`src/rtl/branch_resolve_unit_if.sv`:
```
// Request/result bundle between the ALU compare stage, branch_resolve_unit and PC-select.
// The master side drives requests and result acceptance. The slave side is the resolver.
interface branch_resolve_unit_if;
  logic        in_valid;
  logic        in_ready;
  logic [2:0]  br_op;
  logic [31:0] pc;
  logic [15:0] imm16;
  logic [25:0] imm26;
  logic [31:0] cmp_s;
  logic [31:0] rs_val;
  logic        out_valid;
  logic        out_ready;
  logic        out_taken;
  logic [31:0] out_target;
  logic        out_err;
  logic        flush;

  modport master (
    output in_valid, br_op, pc, imm16, imm26, cmp_s, rs_val, out_ready,
    input  in_ready, out_valid, out_taken, out_target, out_err, flush
  );

  modport slave (
    input  in_valid, br_op, pc, imm16, imm26, cmp_s, rs_val, out_ready,
    output in_ready, out_valid, out_taken, out_target, out_err, flush
  );
endinterface

```
`src/rtl/branch_resolve_unit.sv`:
```
// MIPS branch/jump resolver: one registered stage with a post-taken flush window.
// Optional macro BRANCH_RESOLVE_STATS_EN adds handoff/taken statistics counters.
module branch_resolve_unit #(
  parameter int          FLUSH_CYCLES = 2,
  parameter logic [31:0] RESET_PC     = 32'h0000_0000
) (
  input  logic                  clk,
  input  logic                  reset,
  branch_resolve_unit_if.slave  bus
`ifdef BRANCH_RESOLVE_STATS_EN
  ,
  input  logic                  stat_clear,
  output logic [31:0]           stat_total,
  output logic [31:0]           stat_taken
`endif
);

  localparam logic [1:0] IDLE  = 2'd0;
  localparam logic [1:0] HOLD  = 2'd1;
  localparam logic [1:0] FLUSH = 2'd2;

  localparam logic [2:0] OP_BEQ  = 3'b000;
  localparam logic [2:0] OP_BNE  = 3'b001;
  localparam logic [2:0] OP_BLEZ = 3'b010;
  localparam logic [2:0] OP_BGTZ = 3'b011;
  localparam logic [2:0] OP_BLTZ = 3'b100;
  localparam logic [2:0] OP_BGEZ = 3'b101;
  localparam logic [2:0] OP_J    = 3'b110;

  logic [1:0]  state_reg, state_next;
  logic [3:0]  cnt_reg, cnt_next;
  logic        taken_reg, taken_next;
  logic        err_reg, err_next;
  logic [31:0] target_reg, target_next;

  logic        accept;
  logic        handoff;
  logic        taken_c;
  logic        err_c;
  logic [31:0] pc4;
  logic [31:0] target_c;
  logic        rs_zero;
  logic        unused_cmp_bits;

  // Only the NEQ bit of the compare word carries information.
  assign unused_cmp_bits = ^bus.cmp_s[31:1];

  assign bus.out_valid  = (state_reg == HOLD);
  assign bus.flush      = (state_reg == FLUSH);
  assign bus.out_taken  = taken_reg;
  assign bus.out_target = target_reg;
  assign bus.out_err    = err_reg;
  assign bus.in_ready   = (state_reg == IDLE) |
                          ((state_reg == HOLD) & bus.out_ready & ~taken_reg);

  assign accept  = bus.in_valid & bus.in_ready;
  assign handoff = bus.out_valid & bus.out_ready;
  assign pc4     = bus.pc + 32'd4;
  assign rs_zero = (bus.rs_val == 32'd0);

  always_comb begin
    taken_c = 1'b0;
    err_c   = 1'b0;
    case (bus.br_op)
      OP_BEQ:  taken_c = ~bus.cmp_s[0];
      OP_BNE:  taken_c = bus.cmp_s[0];
      OP_BLEZ: taken_c = bus.rs_val[31] | rs_zero;
      OP_BGTZ: taken_c = ~bus.rs_val[31] & ~rs_zero;
      OP_BLTZ: taken_c = bus.rs_val[31];
      OP_BGEZ: taken_c = ~bus.rs_val[31];
      OP_J:    taken_c = 1'b1;
      default: err_c   = 1'b1;
    endcase

    if (!taken_c)
      target_c = pc4;
    else if (bus.br_op == OP_J)
      target_c = {pc4[31:28], bus.imm26, 2'b00};
    else
      target_c = pc4 + {{14{bus.imm16[15]}}, bus.imm16, 2'b00};
  end

  always_comb begin
    state_next  = state_reg;
    cnt_next    = cnt_reg;
    taken_next  = taken_reg;
    err_next    = err_reg;
    target_next = target_reg;

    case (state_reg)
      HOLD: begin
        if (bus.out_ready) begin
          // Leaving HOLD drops back to the idle target unless a new result replaces it.
          taken_next  = 1'b0;
          target_next = RESET_PC;
          if (taken_reg) begin
            if (FLUSH_CYCLES != 0) begin
              state_next = FLUSH;
              cnt_next   = 4'(FLUSH_CYCLES);
            end else begin
              state_next = IDLE;
            end
          end else if (!accept) begin
            state_next = IDLE;
          end
        end
      end
      FLUSH: begin
        cnt_next = cnt_reg - 4'd1;
        if (cnt_reg == 4'd1)
          state_next = IDLE;
      end
      default: state_next = IDLE;
    endcase

    if (accept) begin
      state_next  = HOLD;
      taken_next  = taken_c;
      err_next    = err_c;
      target_next = target_c;
    end
  end

  always_ff @(posedge clk) begin
    if (reset) begin
      state_reg  <= IDLE;
      cnt_reg    <= 4'd0;
      taken_reg  <= 1'b0;
      err_reg    <= 1'b0;
      target_reg <= RESET_PC;
    end else begin
      state_reg  <= state_next;
      cnt_reg    <= cnt_next;
      taken_reg  <= taken_next;
      err_reg    <= err_next;
      target_reg <= target_next;
    end
  end

`ifdef BRANCH_RESOLVE_STATS_EN
  logic [31:0] total_reg, total_next;
  logic [31:0] tcount_reg, tcount_next;

  // A clear coincident with a handoff still counts that handoff.
  always_comb begin
    total_next  = total_reg + {31'd0, handoff};
    tcount_next = tcount_reg + {31'd0, handoff & taken_reg};
    if (stat_clear) begin
      total_next  = {31'd0, handoff};
      tcount_next = {31'd0, handoff & taken_reg};
    end
  end

  always_ff @(posedge clk) begin
    if (reset) begin
      total_reg  <= 32'd0;
      tcount_reg <= 32'd0;
    end else begin
      total_reg  <= total_next;
      tcount_reg <= tcount_next;
    end
  end

  assign stat_total = total_reg;
  assign stat_taken = tcount_reg;
`else
  logic unused_handoff;
  assign unused_handoff = handoff;
`endif

endmodule

```
`src/flat_wrapper.sv`:
```
// flat-port wrapper written by rule: the top's interface ports become plain ports
module branch_resolve_unit_flat 
#(
  parameter int          FLUSH_CYCLES = 2,
  parameter logic [31:0] RESET_PC     = 32'h0000_0000
)
  (clk, reset, bus_in_valid, bus_br_op, bus_pc, bus_imm16, bus_imm26, bus_cmp_s, bus_rs_val, bus_out_ready, bus_in_ready, bus_out_valid, bus_out_taken, bus_out_target, bus_out_err, bus_flush);
  branch_resolve_unit_if bus_i ();
  input  logic clk;
  input  logic reset;
  input wire logic [$bits(bus_i.in_valid)-1:0] bus_in_valid;
  input wire logic [$bits(bus_i.br_op)-1:0] bus_br_op;
  input wire logic [$bits(bus_i.pc)-1:0] bus_pc;
  input wire logic [$bits(bus_i.imm16)-1:0] bus_imm16;
  input wire logic [$bits(bus_i.imm26)-1:0] bus_imm26;
  input wire logic [$bits(bus_i.cmp_s)-1:0] bus_cmp_s;
  input wire logic [$bits(bus_i.rs_val)-1:0] bus_rs_val;
  input wire logic [$bits(bus_i.out_ready)-1:0] bus_out_ready;
  output wire logic [$bits(bus_i.in_ready)-1:0] bus_in_ready;
  output wire logic [$bits(bus_i.out_valid)-1:0] bus_out_valid;
  output wire logic [$bits(bus_i.out_taken)-1:0] bus_out_taken;
  output wire logic [$bits(bus_i.out_target)-1:0] bus_out_target;
  output wire logic [$bits(bus_i.out_err)-1:0] bus_out_err;
  output wire logic [$bits(bus_i.flush)-1:0] bus_flush;
  assign bus_i.in_valid = bus_in_valid;
  assign bus_i.br_op = bus_br_op;
  assign bus_i.pc = bus_pc;
  assign bus_i.imm16 = bus_imm16;
  assign bus_i.imm26 = bus_imm26;
  assign bus_i.cmp_s = bus_cmp_s;
  assign bus_i.rs_val = bus_rs_val;
  assign bus_i.out_ready = bus_out_ready;
  assign bus_in_ready = bus_i.in_ready;
  assign bus_out_valid = bus_i.out_valid;
  assign bus_out_taken = bus_i.out_taken;
  assign bus_out_target = bus_i.out_target;
  assign bus_out_err = bus_i.out_err;
  assign bus_flush = bus_i.flush;
  branch_resolve_unit #(.FLUSH_CYCLES(FLUSH_CYCLES), .RESET_PC(RESET_PC)) u_core (.clk(clk), .reset(reset), .bus(bus_i));
endmodule
```
`config.mk`:
```
export PLATFORM = sky130hd
export DESIGN_NAME = branch_resolve_unit_flat
export DESIGN_NICKNAME = d
export VERILOG_FILES = /design/src/rtl/branch_resolve_unit_if.sv /design/src/rtl/branch_resolve_unit.sv /design/src/flat_wrapper.sv
export SDC_FILE = /design/constraint.sdc
export NUM_CORES = 1
export LEC_CHECK = 0
export CORE_UTILIZATION = 46
export CTS_BUF_LIST = sky130_fd_sc_hd__clkbuf_4 sky130_fd_sc_hd__clkbuf_8 sky130_fd_sc_hd__clkbuf_16
export DETAILED_ROUTE_END_ITERATION = 10
export GPL_TIMING_DRIVEN = 0
export PLACE_DENSITY = 0.92
export SLEW_MARGIN = 20
export SYNTH_ARGS = -nofsm -noshare
export SYNTH_HDL_FRONTEND = slang
export SYNTH_SLANG_ARGS = --single-unit
```
`constraint.sdc`:
```
create_clock -name clk -period 10.7 [get_ports clk]
set_input_delay 1.07 -clock clk [delete_from_list [all_inputs] [get_ports clk]]
set_output_delay 1.07 -clock clk [all_outputs]
set_load 0.02 [all_outputs]
```
After elaboration in Yosys (flattened, before gate mapping):

Cells that the tools add are included.

* add/sub/neg operators: 3
* equal/unequal tests: 14
* multiplexer cells: 18
* bitwise operators: 10
* reductions and logical operators: 12

Operators with widths (number)
* 32-bit 2-to-1 mux: 5
* 32-bit by 3-bit adder with 32-bit output, second input constant: 1
* 32-bit adder: 1
* 32-bit logical NOT: 1
* 3-bit == test, second input constant: 3
* 4-bit 2-to-1 mux: 2
* 4-bit case mux with 2 select lines: 1
* 1-bit case mux with 7 select lines: 1
* 7-bit OR reduction: 1
* 3-bit by 2-bit == test with 1-bit output, second input constant: 2
* 2-bit 2-to-1 mux: 3
* 2-bit AND reduction: 3
* 2-bit nonzero test: 3
* 1-bit 2-to-1 mux: 5
* 1-bit bitwise AND: 4
* 4-bit by 1-bit == test with 1-bit output, second input constant: 1
* 2-bit by 1-bit != test with 1-bit output, second input constant: 2
* 1-bit inverter: 4
* 2-bit case mux with 2 select lines: 1
* 4-bit by 1-bit subtractor with 4-bit output, second input constant: 1
* 3-bit by 1-bit == test with 1-bit output, second input constant: 1
* 3-bit logical NOT: 1
* 3-bit by 1-bit != test with 1-bit output, second input constant: 1
* 3-bit by 2-bit != test with 1-bit output, second input constant: 1
* other kinds (7): 8

* register bits: 40

Logic depth before layout (Yosys ltp):

* depth after elaboration: 7
* depth in mapped cells: 17

Worst setup path after synthesis:

No wires, ideal clock.

* path type: input -> register
* start point: input port bus_pc[7]
* end point: register u_core.target_reg[31], in the netlist u_core.bus.out_target[31]
* arrival: 4.301 ns
* data required time: 10.583 ns
* path slack: 6.282 ns
* stages: 15
* path buffers: 0
* cell sequence: and4_1 -> nand3_1 -> nor2_1 -> nand4_1 -> xnor2_1 -> ha_1 -> a31o_2 -> a221oi_2 -> o21ai_0 -> and2_1 -> a2111oi_2 -> o41ai_2 -> xnor2_1 -> or3_1 -> a32o_1

* cells in the longest elaborated chain, start to end: 5

Ends and longest elaborated chain
* start: declaration: RTL line flat_wrapper.sv:13 `input wire logic [$bits(bus_i.pc)-1:0] bus_pc;`
* 32-bit by 3-bit adder with 32-bit output (*): RTL line branch_resolve_unit.sv:58 `assign pc4 = bus.pc + 32'd4;`
* 32-bit adder: RTL line branch_resolve_unit.sv:80 `target_c = pc4 + {{14{bus.imm16[15]}}, bus.imm16, 2'b00};`
* 32-bit 2-to-1 mux: RTL line branch_resolve_unit.sv:77 `else if (bus.br_op == OP_J)`
* 32-bit 2-to-1 mux (*): RTL line branch_resolve_unit.sv:75 `if (!taken_c)`
* 32-bit 2-to-1 mux (*): RTL line branch_resolve_unit.sv:116 `if (accept) begin`
* end signal: assignment: RTL line branch_resolve_unit.sv:136 `target_reg <= target_next;`
* end: declaration: RTL line branch_resolve_unit.sv:34 `logic [31:0] target_reg, target_next;`

Mark *: on every way between the ends. The rest lies on a longest branch, timed or not.
A chain may end at the register's enable or synchronous reset.

Final worst setup path:

* start point: input port bus_pc[6]
* end point: register u_core.target_reg[31], in the netlist u_core.bus.out_target[31]

The elaborated chain is that of the path after synthesis.

==> impl_metrics.json <==
{
  "setup_tns_ns": 0,
  "crit_buf_inv": 1,
  "crit_slowest_cell": "clkdlybuf4s50_1",
  "multi_input_area_um2": 3060,
  "crit_family": "compound AO/OA/AOI/OAI gates",
  "grt_setup_unrepaired": "no",
  "finalWirelength_um": 14400,
  "place_area_um2": 5620,
  "r2r_end": "u_core.bus.out_target[17]$_SDFFE_PP0P_",
  "finalHoldViolations": 0,
  "setup_violations": 0,
  "numCtsBuffers": 5,
  "holdBufCountCts": 0,
  "final_antenna_net_count": 0,
  "firstDrtPassIters": 7,
  "syn_to_final_growth_pct": 43.2,
  "die_h_um": 95.3,
  "wl_per_cell_um": 18.1,
  "grt.overflow.total": 0,
  "crit_fanout": 5,
  "cts_max_path_buffers": 2,
  "yosysSeqAreaShare_pct": 20.0,
  "drv_slew": 0,
  "critical_path_class": "input pin to register",
  "clock_latency_ns": 0.30,
  "fin_crit_ns": 5.42,
  "critical_path.endpoint": "u_core.bus.out_target[31]$_SDFFE_PP0P_",
  "drc": 0,
  "fp-row-count": 33,
  "nNetsFinal": 871,
  "utilization_pct": 69.1,
  "r2r_slack_ns": 8.25,
  "grt_pass1_vias": 4687,
  "io_buffers": 148,
  "max_slew_margin_pct": 25.9,
  "crit_cells": 16,
  "core_area_um2": 8300,
  "startpoint_type": "input pin",
  "hold_path_depth": 2,
  "cts_setup_buffers": 0,
  "post-route-period-util_pct": 50.6,
  "synthDistinctLibCells": 50,
  "viasPerCell": 6.04,
  "dp_hpwl_um": 11500,
  "yosysWarningCount": 0,
  "maxCapViolCount": 0,
  "drive_gt1_share_pct": 3.34,
  "grt_util_all_layers_pct": 31.7,
  "fin_skew_ns": 0.00484,
  "dr_total_vias": 4793,
  "async_reset_ff_share_pct": 0,
  "synth_area_um2": 4000,
  "hold_path.class": "register to register",
  "synthFlopType": "dfxtp_1",
  "cts.sink_count": 40,
  "worstPathRequired_ns": 10.90,
  "cts_tree": "built",
  "worstRegToRegCells": 9,
  "path_cells": "clkdlybuf4s50_1 -> and4_1 -> nand3_1 -> nor2_1 -> nand4_1 -> xnor2_1 -> ha_1 -> a31o_2 -> a221oi_2 -> o21ai_0 -> and2_1 -> a2111oi_2 -> o41ai_2 -> xnor2_1 -> or3_1 -> a32o_1",
  "antenna_cells": 0,
  "initial_core_util_pct": 48.2,
  "finalInstanceArea_um2": 5730,
  "cts_resized": 0,
  "synth_nets": 716,
  "cp-startpoint": "bus_pc[6]",
  "avgSynthCellArea_um2": 7.51,
  "r2r-start": "u_core.bus.out_taken$_SDFFE_PP0P_",
  "die_area_um2": 9080,
  "num-fill-cells": 687,
  "io_pins": 182,
  "cp_common_cell": "xnor2_1",
  "gp_congestion": 0.944,
  "grt_max_degree": 17,
  "power.leakage_nw": 2.20,
  "max_freq_mhz": 185,
  "cts-htree-levels": 2,
  "clock-root-buffer": "clkbuf_8",
  "synth-seq-cells": 40,
  "largest_reg_flops": 32,
  "vdd_drop_max_mv": 0.0753,
  "crit_path_end_kind": "register",
  "arrival_ns": 5.62,
  "die_x_um": 95.3,
  "syn-instance-count": 533,
  "tightestPinTransition_ns": 1.10,
  "clkTransAtPathRegs_ns": 0.09,
  "regArea_um2": 801,
  "outcome": "completed",
  "slowest_delay_ns": 0.57,
  "antenna_found_initial": 0,
  "drt-initial-drc-count": 309,
  "grt_pass1_wl_um": 22300,
  "synth_edf_count": 0,
  "powerDensity_nw_per_um2": 99.6
}
## stage by stage
step,instances,total power (W),hold slack [ns],worst slack [ns]
final,794,0.000571,0.460,5.28
after global routing,794,0.000598,0.478,5.03
after CTS,794,0.000566,0.465,5.44
after detailed placement,786,0.000437,0.445,5.16
after global placement,786,0.000431,0.436,5.21
after floorplan,533,0.000323,0.528,6.28
## synth_stat cells, drive strengths merged, types with 2 or more instances
| master | number | area [um2] |
|---|---|---|
| nand2b | 7 | 43.8 |
| nand3b | 2 | 15.0 |
| nand4 | 12 | 75.1 |
| a2111oi | 2 | 23.8 |
| o2bb2ai | 2 | 17.5 |
| a21oi | 67 | 335 |
| xor2 | 22 | 193 |
| inv | 14 | 52.6 |
| dfxtp | 40 | 801 |
| a22o | 2 | 17.5 |
| nor4 | 7 | 43.8 |
| o221ai | 23 | 201 |
| nand2 | 43 | 161 |
| ha | 37 | 463 |
| xnor2 | 33 | 289 |
| mux2i | 4 | 40.0 |
| clkbuf | 19 | 71.3 |
| a211oi | 3 | 22.5 |
| o31ai | 2 | 15.0 |
| nor2 | 49 | 184 |
| or3 | 3 | 18.8 |
| a31oi | 7 | 43.8 |
| and4 | 4 | 35.0 |
| and3 | 9 | 56.3 |
| o221a | 3 | 33.8 |
| o21a | 4 | 30.0 |
| and2 | 4 | 25.0 |
| o21ai | 30 | 154 |
| a22oi | 2 | 15.0 |
| a21o | 11 | 82.6 |
| or2 | 4 | 25.0 |
| nor2b | 8 | 50.1 |
| nor3 | 13 | 65.1 |
| o22ai | 2 | 12.5 |
| nand3 | 16 | 80.1 |
| buf | 3 | 15.0 |
| o21bai | 6 | 45.0 |
| a221oi | 2 | 23.8 |
| a32oi | 4 | 35.0 |
## cell usage in the layout (no fill, tap or decap), drive strengths merged, types with 12 or more instances in the layout
cell and n:
a21oi 67, clkbuf 24, clkdlybuf4s50 148, dfxtp 40, ha 37, inv 15, nand2 43, nand3 16
nand4 12, nor2 49, nor3 13, o21ai 30, o221ai 23, xnor2 33, xor2 22
## per-layer routing
layer / share of wire [%] / global-route usage [%] / vias to the layer above
li1: - / - / 2293
met1: 39 / 36.4 / 2214
met2: 49 / 57.2 / 250
met3: 9.5 / 6.94 / 36
met4: 3.0 / 11.4 / 0
met5: 0 / 0 / -
## kinds of logic (layout without fill, tap and decap cells)
kind of cell / count (synthesis) / count (layout) / synth area share [%]
AOI/OAI and AO/OA: 179 / 179 / 29.5
muxes: 4 / 4 / 1.00
DFF: 40 / 40 / 20.0
xor gates and xnor gates: 55 / 55 / 12.0
and+or+nand+nor: 181 / 181 / 21.9
adders and majority gates: 38 / 38 / 12.1
buffers and inverters: 36 / 192 / 3.47
## worst min path at each step
stage                                           start  slack (ns)                                      to
2_1_floorplan          u_core.cnt_reg[3]$_SDFFE_PP0P_        0.53          u_core.cnt_reg[3]$_SDFFE_PP0P_
3_3_place_gp   u_core.bus.out_target[25]$_SDFFE_PP0P_        0.44  u_core.bus.out_target[25]$_SDFFE_PP0P_
3_5_place_dp   u_core.bus.out_target[22]$_SDFFE_PP0P_        0.44  u_core.bus.out_target[22]$_SDFFE_PP0P_
4_1_cts        u_core.bus.out_target[22]$_SDFFE_PP0P_        0.47  u_core.bus.out_target[22]$_SDFFE_PP0P_
5_1_grt               u_core.bus.out_err$_SDFFE_PP0P_        0.48         u_core.bus.out_err$_SDFFE_PP0P_
6_report       u_core.bus.out_target[22]$_SDFFE_PP0P_        0.46  u_core.bus.out_target[22]$_SDFFE_PP0P_
## worst min-delay path: cells and delay by family (launching register included)
family / cells / cell delay, ns
flops: 1 / 0.33
compound gates: 1 / 0.05
simple gates: 1 / 0.04
## power by group
group	switching, W	leakage (nW)	total (W)	internal (W)
combinational	0.000144	1.82	0.000270	0.000126
sequential	0.00000844	0.329	0.000170	0.000162
clock	0.0000608	0.0548	0.000131	0.0000704
total	0.000213	2.20	0.000571	0.000358
## area by class of cell
| cell class | instances | area share (%) |
|---|---|---|
| Clock buffer | 5 | 1.20 |
| Inverter | 14 | 0.917 |
| Sequential cell | 40 | 14.0 |
| Buffer | 22 | 1.51 |
| Multi-Input combinational cell | 457 | 53.5 |
| Timing Repair Buffer | 148 | 25.8 |
| Clock inverter | 3 | 0.808 |
| Tap cell | 105 | 2.29 |
(Power assumes the default switching activity.)
==> RTL change, RTL diff (same settings) <==
Set the localparam `HOLD` to 2'd0 (it was 2'd1).
--- a/src/rtl/branch_resolve_unit.sv
+++ b/src/rtl/branch_resolve_unit.sv
@@ -16,7 +16,7 @@
 );
 
   localparam logic [1:0] IDLE  = 2'd0;
-  localparam logic [1:0] HOLD  = 2'd1;
+  localparam logic [1:0] HOLD  = 2'd0;
   localparam logic [1:0] FLUSH = 2'd2;
 
   localparam logic [2:0] OP_BEQ  = 3'b000;
Behaviour: not the same (Yosys sat finds a counterexample within 4 cycles, from zero or initial values and one cycle with reset high).
==> RTL change against the original RTL <==
Area after synthesis increased by 1.1%; largest cell class unchanged; sequential cell count decreased by 1; design area increased by 0.37%; combinational power decreased by 4%; worst setup slack improved by 0.0066 ns; die area increased by 1.0%; wire length decreased by 1.1%; power decreased by 6.0%; largest power group unchanged.
==> RTL change: results (changes against the original RTL) <==
[metrics] achievable frequency: 185 MHz (+0.12%)
[metrics] origin of the critical flop-to-flop path: u_core.state_reg[1]
[metrics] adder-cell area share of the yosys netlist: 11.9% (-0.13 points)
[metrics] vias in the first global route: 4667 (-0.43%)
[metrics] Finished Core Util: 68.6% (-0.43 points)
[metrics] average routed wire per standard cell: 18.0 microns (-0.46%)
[metrics] Final Skew: 0.00421 ns (-0.000625 ns)
[metrics] number of DRC markers in iteration 0: 188 (-39%)
[metrics] peak fanout along the critical path: 8 (+3)
[metrics] r2r endpoint: u_core.bus.out_target[22]
[metrics] internal portion of total power: 0.329 mW (-8.3%)
[metrics] overall global routing resource usage: 31.4% (-0.35 points)
[metrics] worst reg2reg path depth: 7 (-2)
[metrics] pin count of the biggest net entering global routing: 18 (+1)
[metrics] top cells by count, synth: 58 x sky130_fd_sc_hd__nand2_1, 43 x sky130_fd_sc_hd__o21ai_0, 42 x sky130_fd_sc_hd__a21oi_1, 39 x sky130_fd_sc_hd__dfxtp_1, 37 x sky130_fd_sc_hd__ha_1
[metrics] Placed Area: 5660 sq um (+0.76%)
[metrics] global-route wire length before repair: 22100 microns (-1.1%)
[metrics] sequential share of the synthesized area: 19.3% (-0.71 points)
[metrics] # nets final: 866 (-0.57%)
[metrics] xor and xnor fraction of the mapped netlist area: 11.7% (-0.34 points)
[metrics] synthesized-area fraction occupied by ao, oa, aoi and oai cells: 30.3% (+0.80 points)
[metrics] first-pass iteration count of the detailed router: 4 (-3)
[metrics] PortBufs: 148 (unchanged)
[metrics] Avg Synthesized Cell Area: 7.66 sq um (+2.0%)
[metrics] Final Wtd Congestion: 0.989 (+4.8%)
[metrics] placed cell count: 781 (-0.64%)
[metrics] Detailed Route WL: 14200 microns (-1.1%)
[metrics] H-tree level count: 2 (unchanged)
[metrics] status: finished, final reports clean
[metrics] mux contribution to synthesized area: 0.989% (-0.011 points)
[metrics] worst vdd ir: 0.0592 mV (-21%)
[metrics] maximum cell stage delay along the critical path: 0.53 ns (-0.04 ns)
[metrics] r2r setup slk: 8.18 ns (-0.07 ns)
[metrics] Critical Path Start: bus_pc[4]
[metrics] number of nets in the synthesized netlist: 711 (-0.70%)
[metrics] final-layout fill cell count: 699 (+1.7%)
[metrics] minimum setup slack after placement: 5.08 ns (-0.0816 ns)
[metrics] async set-or-reset flop fraction in the synthesized netlist: 0% (unchanged)
[metrics] fraction of layout instances using a drive strength above 1: 5.85% (+2.5 points)
[metrics] data arrival time at the worst-slack endpoint: 5.61 ns (about the same)
[metrics] per-cell via count in the routed design: 5.99 (-0.69%)
[metrics] most area-consuming cells after synthesis: sky130_fd_sc_hd__dfxtp_1 19%, sky130_fd_sc_hd__ha_1 11%, sky130_fd_sc_hd__xnor2_1 7.6%, sky130_fd_sc_hd__nand2_1 5.4%, sky130_fd_sc_hd__o21ai_0 5.3%
[metrics] end point of the critical path: u_core.bus.out_target[31]
[metrics] tightest slew margin relative to the limit: 49.6% (+24 points)
[metrics] placed wire-length estimate: 11700 microns (+1.1%)
[metrics] final worst hold slack: 0.458 ns (-0.00159 ns)
[metrics] leakage: 2.19 nW (-0.71%)
==> RTL change: cell types whose count changed in the layout (fill, tap and decap cells not counted), moves of 4 or more <==
cell | unedited run | this run
sky130_fd_sc_hd__nor2_1 | 49 | 31
sky130_fd_sc_hd__a31oi_1 | 7 | 3
sky130_fd_sc_hd__o211ai_1 | 0 | 4
sky130_fd_sc_hd__a21oi_1 | 67 | 42
sky130_fd_sc_hd__nor3_1 | 13 | 4
sky130_fd_sc_hd__inv_1 | 14 | 18
sky130_fd_sc_hd__o221ai_1 | 23 | 12
sky130_fd_sc_hd__nand4_1 | 12 | 8
sky130_fd_sc_hd__nand3_1 | 16 | 26
sky130_fd_sc_hd__o221a_2 | 3 | 11
sky130_fd_sc_hd__nand2_1 | 43 | 58
sky130_fd_sc_hd__o21ai_0 | 29 | 43
==> RTL change: how the worst min path moves through the flow <==
stage,start,end,cells past startpoint
global route,u_core.bus.out_err,u_core.bus.out_err,2
detailed placement,u_core.bus.out_target[5],u_core.bus.out_target[5],2
global placement,u_core.bus.out_target[21],u_core.bus.out_target[21],2
floorplan,u_core.cnt_reg[3],u_core.cnt_reg[3],2
finish,u_core.bus.out_target[12],u_core.bus.out_target[12],2
CTS,u_core.bus.out_target[12],u_core.bus.out_target[12],2
==> RTL change: area by class of cell <==
type | count | area share [%]
plain buffers | 22 | 1.52
repair buffers | 148 | 25.8
clock buffers | 5 | 1.20
well taps | 105 | 2.28
multi-input cells | 449 | 54.1
flip-flops and latches | 39 | 13.6
inverters | 18 | 1.17
clock inverters | 3 | 0.435
==> RTL change: cell families after synthesis <==
| family | count (synthesis) |
|---|---|
| buffers and inverters | 40 |
| adders and majority gates | 38 |
| DFF | 39 |
| muxes | 4 |
| xor gates and xnor gates | 54 |
| AOI/OAI and AO/OA | 175 |
| and+or+nand+nor | 178 |
==> RTL change: worst reg2reg max path: stages (launching register included) <==
cell	delay (ns)
sky130_fd_sc_hd__dfxtp_1	0.35
sky130_fd_sc_hd__clkbuf_1	0.33
sky130_fd_sc_hd__inv_1	0.17
sky130_fd_sc_hd__o21ai_1	0.40
sky130_fd_sc_hd__nor2b_1	0.59
sky130_fd_sc_hd__clkbuf_1	0.40
sky130_fd_sc_hd__nand2_1	0.09
sky130_fd_sc_hd__o21ai_0	0.11
==> RTL change: power by group through the flow <==
stage | clock network (mW) | logic [mW] | registers, mW
finish | 0.112 | 0.259 | 0.165
global route | 0.118 | 0.282 | 0.166
CTS | 0.112 | 0.256 | 0.165
detailed placement | 0 | 0.255 | 0.168
global placement | 0 | 0.250 | 0.167
floorplan | 0 | 0.135 | 0.181
==> RTL change: routing by layer <==
metal  vias up  track usage [%]  wire length [microns]
met2       232             57.6                   7090
met1      2185             35.3                   5690
li1       2281                -                      -
met3        32             6.40                   1040
met4         0             12.2                    406
met5         -                0                      0
